**src/rtl/reg_ctx_sequencer.sv**
```systemverilog
// Context save/restore sequencer: borrows the LC-3 register file SR1 and write ports to stream R0..R(NUM_REGS-1) to/from memory.
// Defining REG_CTX_CHECKSUM_EN adds a running modulo-2^DATA_W sum of the transferred words on Checksum.
module reg_ctx_sequencer #(
    parameter int NUM_REGS = 8,
    parameter int DATA_W   = 16,
    parameter int ADDR_W   = 16
) (
    input  logic              Clk,
    input  logic              Reset,
    input  logic              Start_Save,
    input  logic              Start_Restore,
    input  logic [ADDR_W-1:0] Base_Addr,
    output logic              Busy,
    output logic              Done,
    output logic [DATA_W-1:0] Checksum,
    input  logic [2:0]        CPU_SR1,
    input  logic [2:0]        CPU_DR,
    input  logic              CPU_LD_REG,
    input  logic [DATA_W-1:0] CPU_BUS,
    output logic [2:0]        RF_SR1,
    output logic [2:0]        RF_DR,
    output logic              RF_LD_REG,
    output logic [DATA_W-1:0] RF_BUS,
    input  logic [DATA_W-1:0] RF_SR1OUT,
    output logic [ADDR_W-1:0] MEM_ADDR,
    output logic [DATA_W-1:0] MEM_WDATA,
    output logic              MEM_WE,
    output logic              MEM_RE,
    input  logic [DATA_W-1:0] MEM_RDATA,
    input  logic              MEM_READY
);
    typedef enum logic [2:0] {
        S_IDLE,
        S_SAVE,
        S_RESTORE_RD,
        S_RESTORE_WR,
        S_DONE
    } state_t;

    localparam logic [2:0] LAST_IDX = 3'(NUM_REGS - 1);

    state_t            state;
    state_t            state_nxt;
    logic [2:0]        idx;
    logic [ADDR_W-1:0] base;
    logic [DATA_W-1:0] hold;
    logic [ADDR_W-1:0] addr;
    logic              last;
    logic              start;

    // Address wraps naturally at 2^ADDR_W through the truncating add.
    assign addr  = base + ADDR_W'(idx);
    assign last  = (idx == LAST_IDX);
    assign start = Start_Save || Start_Restore;

    always_ff @(posedge Clk) begin
        if (Reset) state <= S_IDLE;
        else       state <= state_nxt;
    end

    always_comb begin
        state_nxt = state;
        Busy      = 1'b1;
        Done      = 1'b0;
        MEM_WE    = 1'b0;
        MEM_RE    = 1'b0;
        MEM_ADDR  = '0;
        MEM_WDATA = '0;
        RF_SR1    = CPU_SR1;
        RF_DR     = CPU_DR;
        RF_BUS    = CPU_BUS;
        RF_LD_REG = 1'b0;
        case (state)
            S_IDLE: begin
                Busy      = 1'b0;
                RF_LD_REG = CPU_LD_REG;
                if (Start_Save)         state_nxt = S_SAVE;
                else if (Start_Restore) state_nxt = S_RESTORE_RD;
            end
            S_SAVE: begin
                RF_SR1    = idx;
                MEM_WE    = 1'b1;
                MEM_ADDR  = addr;
                MEM_WDATA = RF_SR1OUT;
                if (MEM_READY && last) state_nxt = S_DONE;
            end
            S_RESTORE_RD: begin
                MEM_RE   = 1'b1;
                MEM_ADDR = addr;
                if (MEM_READY) state_nxt = S_RESTORE_WR;
            end
            S_RESTORE_WR: begin
                RF_DR     = idx;
                RF_BUS    = hold;
                RF_LD_REG = 1'b1;
                state_nxt = last ? S_DONE : S_RESTORE_RD;
            end
            S_DONE: begin
                Done      = 1'b1;
                state_nxt = S_IDLE;
            end
            default: state_nxt = S_IDLE;
        endcase
    end

    always_ff @(posedge Clk) begin
        if (Reset) begin
            idx <= '0;
        end else begin
            case (state)
                S_IDLE:       if (start) idx <= '0;
                S_SAVE:       if (MEM_READY && !last) idx <= idx + 3'd1;
                S_RESTORE_WR: if (!last) idx <= idx + 3'd1;
                default:      ;
            endcase
        end
    end

    // Base and read-hold are pure data; outputs that expose them are gated by state.
    always_ff @(posedge Clk) begin
        if (state == S_IDLE && start)          base <= Base_Addr;
        if (state == S_RESTORE_RD && MEM_READY) hold <= MEM_RDATA;
    end

`ifdef REG_CTX_CHECKSUM_EN
    logic [DATA_W-1:0] csum;

    always_ff @(posedge Clk) begin
        if (Reset)                              csum <= '0;
        else if (state == S_IDLE && start)      csum <= '0;
        else if (state == S_SAVE && MEM_READY)  csum <= csum + RF_SR1OUT;
        else if (state == S_RESTORE_RD && MEM_READY) csum <= csum + MEM_RDATA;
    end

    assign Checksum = csum;
`else
    assign Checksum = '0;
`endif

endmodule

```
**config.mk**
```make
export PLATFORM = sky130hd
export DESIGN_NAME = reg_ctx_sequencer
export DESIGN_NICKNAME = d
export VERILOG_FILES = /design/src/rtl/reg_ctx_sequencer.sv
export SDC_FILE = /design/constraint.sdc
export NUM_CORES = 1
export LEC_CHECK = 0
export ABC_CLOCK_PERIOD_IN_PS = 3000
export CAP_MARGIN = 20
export CORE_MARGIN = 4
export CORE_UTILIZATION = 33
export CTS_CLUSTER_SIZE = 12
export DETAILED_ROUTE_END_ITERATION = 6
export GPL_ROUTABILITY_DRIVEN = 0
export HOLD_SLACK_MARGIN = 0.12
export PLACE_DENSITY = 0.78
export SYNTH_ARGS = -nofsm -noshare
export SYNTH_HDL_FRONTEND = slang
export SYNTH_SLANG_ARGS = --single-unit
```
**constraint.sdc**
```tcl
create_clock -name Clk -period 3 [get_ports Clk]
set_input_delay 0.9 -clock Clk [delete_from_list [all_inputs] [get_ports Clk]]
set_output_delay 0.9 -clock Clk [all_outputs]
set_load 0.05 [all_outputs]
```
## Yosys cells after proc, flatten, opt, wreduce, memory -nomap -nowiden

Cells that the tools add are included.

- Output and inout port bits: 75
- Register bits after elaboration: 38
- Logic and storage cells: 48
- Input port bits: 76

- Add/sub/neg operators: 2
- Muxes and demuxes: 20
- Reductions and logical operators: 11
- Equal/unequal tests: 11

Operator list:

| operator | number |
|---|---|
| $mux 16 | 3 |
| $mux 3 | 10 |
| $add 16x3->16 | 1 |
| $pmux 3 s4 | 1 |
| $ne 2x2->1 const B | 5 |
| $pmux 3 s3 | 1 |
| $eq 3x2->1 const B | 2 |
| $eq 3x3->1 const B | 2 |
| $logic_and 1x1->1 | 4 |
| $mux 1 | 4 |
| $reduce_and 4->1 | 1 |
| $add 3x1->3 const B | 1 |
| $eq 3x1->1 const B | 1 |
| $logic_not 3->1 | 1 |
| $ne 3x3->1 const B | 1 |
| $reduce_and 3->1 | 1 |
| $reduce_bool 3->1 | 1 |
| $pmux 1 s2 | 1 |
| $reduce_or 2->1 | 1 |
| $logic_not 1->1 | 1 |
| $logic_or 1x1->1 | 1 |

## Depth between registers and ports, before layout

Gate-level depths: netlist of run 1.

- Depth in word-level cells: 5
- Mapped depth: 7
- Mapped depth without buffers: 7

## Worst setup path after synthesis of run 1

OpenSTA, ideal clock, no wires.

- Path type: register to output
- From: register idx[0]
- To: output MEM_ADDR[14]
- Buffers on the path: 0
- Slack: -357 ps
- Arrival: 2457 ps
- Data required time: 2100 ps
- Stages on the path, launching flop included: 8
- Cells stage by stage: dfxtp_1 > ha_1 > inv_1 > fa_1 > nor2b_1 > o21ai_1 > or3_1 > a21oi_1

- Longest elaborated chain between the ends: 2

RTL lines:

| what | line | source |
|---|---|---|
| from (decl) | 44 | `logic [2:0] idx;` |
| from (signal assigned) | 112 | `S_SAVE: if (MEM_READY && !last) idx <= idx + 3'd1;` |
| from (signal assigned) | 113 | `S_RESTORE_WR: if (!last) idx <= idx + 3'd1;` |
| $add 16x3->16 | 52 | `assign addr = base + ADDR_W'(idx);` |
| $mux 16 | 73 | `case (state)` |
| to (decl) | 25 | `output logic [ADDR_W-1:0] MEM_ADDR,` |

Every way passes these cells.

## Worst setup path in the final report of run 1

- From: register base[0]
- To: output MEM_ADDR[10]

- Longest elaborated chain between the ends: 2

RTL lines:

| what | line | source |
|---|---|---|
| from (decl) | 45 | `logic [ADDR_W-1:0] base;` |
| from (signal assigned) | 121 | `if (state == S_IDLE && start) base <= Base_Addr;` |
| $add 16x3->16 | 52 |  |
| $mux 16 | 73 |  |

Every way passes these cells.

==> key figures, run 1 <==
Pwr
  • Net switching power: 1.41 mW
  • Leakage power: 1.64 nW
  • Reg power frac: 23.3%
  • Clk pwr share: 15.3%
  • PwrDens: 775 nW/um^2
  • Net Sw Frac: 42.8%
  • Combinational share of power: 61.4%
  • Peak supply drop: 382 uV
  • Int Pwr: 1.88 mW

STA
  • Post-route setup slack: -54.7 ps
  • Rel. slew slack: 52.9%
  • RSZ-0062 raised after global routing: yes
  • Fin crit period: 3050 ps
  • F_max: 0.327 GHz
  • # setup viols final: 4
  • Hold Vio Cnt, Final: 0
  • Skew final: 4.25 ps
  • Least-Margin Pin Slew: 705 ps
  • Final Max Slew Viols: 0
  • Period utilization: 102%

Worst setup path
  • Worst r2r path cells: 6
  • CP peak stage delay: 390 ps
  • Critical path buffers and inverters: 2
  • CP Capture Type: output port
  • Levels on crit path: 8
  • Critical path data arrival time: 2150 ps
  • Worst reg2reg path startpoint: idx[0]
  • CP max stage cell: or3_4
  • Crit path kind: flip-flop to output port
  • Critical Path Start Type: flip-flop
  • Crit path cell chain: ha_2, inv_2, fa_2, nor2b_4, o21ai_2, or3_4, a21oi_4, buf_12
  • Worst R2R End: idx[0]
  • Top delay family on crit path: adder cells
  • Reg2Reg Setup Slack: 1070 ps
  • CP required: 2100 ps
  • Crit Path Max Fanout: 4

GRT
  • Largest net degree at the start of global routing: 21
  • Antenna violations before repair: 0
  • First-pass GRT wire length: 10400 um
  • Vias in the first global route: 2106
  • Remaining Overflow, GRT: 0
  • Gr usage total: 15.9%

Logic synthesis
  • Seq/Total Area, Yosys: 47.5%
  • Post-synth EDFFs: 32
  • Top_reg_cell synth: edfxtp_1
  • Mapped cell area: 2280 um^2
  • Avg Inst Size Synth: 10.6 um^2
  • Asr flop ratio synth: 0%
  • Synth cell types: 41
  • Warnings, synthesis: 0
  • Seq cells post-synth: 38
  • Synthesized instance count: 214

Clock tree
  • Worst-case clock buffer depth: 2
  • Root buffer cell: clkbuf_8
  • CTS Sinks: 38
  • Hold Buf Count CTS: 0
  • TritonCTS clock tree: yes
  • Post-CTS Repair Setup Buffers: 0
  • CTS Buf Count: 5
  • H-tree depth: 2
  • Clock slew at reported path FFs: 70 ps
  • Clk Latency, worst-skew pair: 290 ps

Cells and area
  • Area Overhead vs Synth: 86.3%
  • Finished Core Util: 62.7%
  • Ant diodes: 0
  • Nets: 440
  • Share of layout cells above drive strength 1: 34.5%
  • Post-route insts no fill: 439

Route
  • Uppermost routed layer: met4
  • Post-DR vias/cell: 4.75
  • WL final: 6770 um
  • Vias: 2087
  • # DRC: 0
  • WL per Instance: 15.4 um
  • Metal-1 WL: 2460 um
  • Iteration-0 DRC count of the detailed router: 137
  • Drt pass-1 iters: 4
  • Antenna violation net count after detailed routing: 0
  • Metal2 WL: 3600 um
  • Met3 wire length: 585 um

Die
  • FP Rows: 30
  • Die Y: 91.0 um
  • Die area: 8290 um^2
  • Ports: 151
  • Core ar.: 6760 um^2
  • Width of the die: 91.0 um
  • Initial Utilization: 33.7%

Worst hold path
  • Min-delay worst type: flip-flop to flip-flop
  • Worst hold path cell count: 2
  • Min-Delay Endpoint: state[2]
  • HP Start: state[0]

Placed design
  • Port buffer count: 134
  • HPWL after detailed placement: 5650 um
  • DP Worst Slack: 94.4 ps
  • Dpl cells: 431

Status
  • Failing checks: setup timing
  • Status: finished with violations

Flow run
  • Max-cap violations: 0
[worst max path at each step]
stage / startpoint / end
floorplan: idx[0] / MEM_ADDR[14]
global placement: idx[0] / MEM_ADDR[12]
detailed placement: base[0] / MEM_ADDR[12]
CTS: base[2] / MEM_ADDR[15]
global route: base[0] / MEM_ADDR[10]
finish: base[0] / MEM_ADDR[10]
[cell usage in the layout (no fill, tap or decap), types with 2 or more instances in the layout]
master / instances
clkinv_1: 2
nand3_1: 6
buf_12: 34
nor2_1: 15
nand2_1: 6
edfxtp_1: 32
bufinv_16: 2
dfxtp_1: 5
or3_4: 2
a21oi_2: 3
nor2_2: 4
ha_1: 3
and2_1: 16
buf_4: 36
nand4_1: 5
a21oi_4: 2
o21ai_0: 5
conb_1: 16
clkdlybuf4s50_1: 75
mux2_2: 22
clkbuf_8: 5
and3_1: 3
xnor2_1: 5
o21ai_1: 4
or3_1: 2
a21oi_1: 7
inv_1: 7
o21ai_2: 2
and4_1: 2
nor3_1: 4
xor2_1: 4
[metrics by stage]
step	area (um^2)	power (mW)	hold slack, ps	TNS, ps
2_1_floorplan	2360	1.89	484	-121
3_3_place_gp	4030	2.75	464	0
3_5_place_dp	4030	2.77	472	0
4_1_cts	4190	3.29	505	-345
5_1_grt	4240	3.43	559	-717
6_report	4240	3.28	503	-131
[cell families (layout without fill, tap and decap cells)]
kind of cell / after synthesis / after routing / share of synthesized area, %
compound gates: 31 / 31 / 7.97
xor+xnor: 9 / 9 / 3.46
fa+ha+maj: 6 / 6 / 3.63
buf+inv: 33 / 163 / 8.69
flops: 38 / 38 / 47.5
mux: 23 / 23 / 11.3
other cells: 1 / 16 / 0.165
simple gates: 73 / 73 / 17.3
[per-layer routing]
metal | up-vias | track usage, %
met5 | - | 0
met4 | 0 | 5.53
met3 | 13 | 5.39
met2 | 101 | 29.6
met1 | 949 | 16.6
li1 | 1024 | -
[state kept, by name, summed over array words and instances (netlist names)]
signal / count
base: 16
idx: 3
state: 3
hold: 16
[power groups by stage]
stage | combinational (mW) | clock [mW] | sequential [mW]
global placement | 1.99 | 0 | 0.761
detailed placement | 2.01 | 0 | 0.765
global route | 2.11 | 0.539 | 0.775
CTS | 2.02 | 0.515 | 0.758
finish | 2.02 | 0.501 | 0.765
floorplan | 1.14 | 0 | 0.751
[tightest hold or removal path, delay by kind of cell (launching register included)]
family / cells / cell delay, ps
and+or+nand+nor: 2 / 150
DFF: 1 / 310
[layout make-up]
cell class | count | area [um^2]
inverters | 9 | 33.8
clock inverters | 3 | 63.8
repair buffers | 146 | 1730
multi-input cells | 158 | 1160
well taps | 80 | 100
flip-flops and latches | 38 | 1080
clock buffers | 5 | 68.8
fillers | 539 | 2520
[synthesized netlist by cell type, drive strengths merged (6+ instances only)]
cell type  number  area share [%]
buf            22             6.9
dfxtp           6             5.3
a21oi          12             2.6
nor2           19             3.1
nand2           6            0.99
nand3           7             1.5
o21ai          11             2.4
mux2           22              11
inv             8             1.3
edfxtp         32              42
and2           16             4.4
[repair_timing]
| action | CTS | global route |
|---|---|---|
| resized for setup | 13 | 11 |
| pin swaps | 5 | 2 |
| setup endpoints to repair | 12 | 13 |
| endpoints found under the hold margin | 0 | 0 |
| cloned | 0 | 0 |
Power figures use the tool's default switching activity.
==> run 2, diff against run 1 <==
- GPL_TIMING_DRIVEN: default -> 0
==> run 2 against run 1 <==
  * The run still ends with setup timing left
  * Routed wire length is 1.8% higher
  * Sequential share of layout area up 1.6 points
  * Final area is 5.5% lower
  * Final cell count up 4.1%
  * Sequential power is essentially flat
  * Clock-buffer cell count is the same
  * Global-route usage is 0.53 points lower
  * Critical path type unchanged
  * Largest power group unchanged
==> key figures, run 2 (synthesis gave the netlist of run 1 again) <==
Status
  • Status: finished with violations
  • Failing checks: setup timing

Die
  • Core ar.: 6760 um^2
  • Initial Utilization: 33.7%
  • FP Rows: 30
  • Ports: 151
  • Die Y: 91.0 um
  • Die area: 8290 um^2
  • Width of the die: 91.0 um

Route
  • Vias: 2101
  • # DRC: 0
  • WL final: 6890 um
  • Antenna violation net count after detailed routing: 0
  • Drt pass-1 iters: 4
  • Met3 wire length: 565 um
  • Metal2 WL: 3730 um
  • Uppermost routed layer: met4
  • Iteration-0 DRC count of the detailed router: 32
  • Post-DR vias/cell: 4.60
  • Metal-1 WL: 2570 um
  • WL per Instance: 15.1 um

STA
  • Skew final: 4.16 ps
  • Least-Margin Pin Slew: 914 ps
  • Hold WS: 528 ps
  • Fin crit period: 3100 ps
  • Period utilization: 103%
  • Hold Vio Cnt, Final: 0
  • F_max: 0.323 GHz
  • Final Max Slew Viols: 0
  • Rel. slew slack: 38.5%
  • # setup viols final: 3
  • Post-route setup slack: -96.9 ps
  • RSZ-0062 raised after global routing: yes

Cells and area
  • Ant diodes: 0
  • Post-route insts no fill: 457
  • Largest regs: base x16, hold x16
  • Commonest non-fill, non-tap cell in the layout: clkdlybuf4s50_1
  • Area Overhead vs Synth: 76.1%
  • Nets: 459
  • Share of layout cells above drive strength 1: 34.5%
  • Commonest cells after routing, fill and taps aside: clkdlybuf4s50_1 (77), edfxtp_1 (32), buf_4 (24)

Worst setup path
  • CP peak stage delay: 380 ps
  • Critical path data arrival time: 2200 ps
  • Critical path buffers and inverters: 2
  • Top delay family on crit path: simple AND/OR/NAND/NOR gates
  • Critical Path Start Type: flip-flop
  • Reg2Reg Setup Slack: 1040 ps
  • Crit Path Max Fanout: 7
  • CP required: 2100 ps
  • Crit path kind: flip-flop to output port
  • Worst reg2reg path startpoint: state[1]
  • Worst R2R End: hold[0]
  • Crit path cell chain: ha_4, inv_2, fa_2, nor2b_4, o21ai_4, or3_1, a21oi_2, buf_6
  • CP max stage cell: edfxtp_1
  • CP Capture Type: output port
  • Worst r2r path cells: 4

Pwr
  • Clk pwr share: 14.4%
  • Net Sw Frac: 47.7%
  • Int Pwr: 1.49 mW
  • PwrDens: 711 nW/um^2
  • Leakage power: 1.63 nW
  • Total Power: 2.85 mW
  • Net switching power: 1.36 mW
  • Peak supply drop: 371 uV
  • Combinational share of power: 58.9%
  • Reg power frac: 26.7%

Worst hold path
  • Min-Delay Endpoint: idx[1]
  • Worst hold path cell count: 2
  • Min-delay worst type: flip-flop to flip-flop
  • HP Start: idx[1]

Clock tree
  • Root buffer cell: clkbuf_8
  • CTS Sinks: 38
  • H-tree depth: 2
  • TritonCTS clock tree: yes
  • Hold Buf Count CTS: 0
  • CTS Buf Count: 5
  • Clk Latency, worst-skew pair: 280 ps
  • Worst-case clock buffer depth: 2
  • Clock slew at reported path FFs: 70 ps

Placed design
  • Port buffer count: 134
  • HPWL after detailed placement: 5530 um
  • Dpl cells: 445

GRT
  • Largest net degree at the start of global routing: 12
  • First-pass GRT wire length: 10300 um
  • Vias in the first global route: 2188
  • Gr usage total: 15.4%
  • Antenna violations before repair: 0
  • Remaining Overflow, GRT: 0

Flow run
  • Max-cap violations: 0
run 2: changes by cell type in the layout (fill, tap and decap cells not counted), sizes merged:
cell | before | now
clkdlybuf4s15 | 0 | 14
inv | 8 | 9
dlygate4sd2 | 0 | 11
clkinv | 2 | 1
clkbuf | 6 | 17
clkdlybuf4s50 | 75 | 77
bufinv | 2 | 1
dlymetal6s2s | 0 | 1
buf | 70 | 50
run 2: timing repair:
action / CTS / global route
buffers inserted: 2 / 3
endpoints found under the setup margin: 57 / 49
gates resized for setup: 201 / 51
endpoints found under the hold margin: 0 / 0
pin swaps: 9 / 9
run 2: worst register-to-register path, cell delays in order, from the launching register on:
cell and delay, ps:
dfxtp_1 330, buf_6 140, inv_1 90, nor4_2 800
buf_4 320
run 2: worst max path at each step:
stage | slack [ps] | depth (start not counted) | end | from
after floorplan | -70 | 7 | MEM_ADDR[14] | idx[0]
after global placement | -1140 | 3 | hold[6] | MEM_READY
after detailed placement | -850 | 8 | MEM_ADDR[10] | idx[0]
after CTS | -90 | 8 | MEM_ADDR[14] | base[0]
after global routing | -170 | 8 | MEM_ADDR[14] | base[0]
final | -100 | 8 | MEM_ADDR[14] | base[0]
run 2: stage by stage:
step                      instance area (um^2)  setup WS [ps]  setup TNS, ps  utilization, %
after floorplan                           2360          -70.9           -121               -
after detailed placement                  3830           -852         -14460            56.7
final                                     4010          -96.9           -164            59.3
after global routing                      4010           -169           -487            59.3
after CTS                                 4010          -91.6           -267            59.3
after global placement                    3810          -1140         -31240            56.3
run 2: metal layers:
layer	vias to the layer above	GRT usage, %
met1	938	15.8
met4	0	3.52
met3	2	4.97
li1	1063	-
met5	-	0
met2	98	29.9
run 2: layout make-up:
cell class / instances / area (um^2)
plain buffers: 24 / 175
clock buffers: 5 / 68.8
clock inverters: 2 / 33.8
fillers: 597 / 2750
inverters: 9 / 36.3
multi-input cells: 158 / 1210
flip-flops and latches: 38 / 1090
well taps: 80 / 100
repair buffers: 141 / 1300
run 2: power by group through the flow:
stage	clock network [mW]	registers, mW	logic [mW]
after floorplan	0	0.751	1.14
after global placement	0	0.767	1.66
after detailed placement	0	0.768	1.70
after CTS	0.419	0.760	1.66
after global routing	0.431	0.771	1.78
final	0.409	0.762	1.68
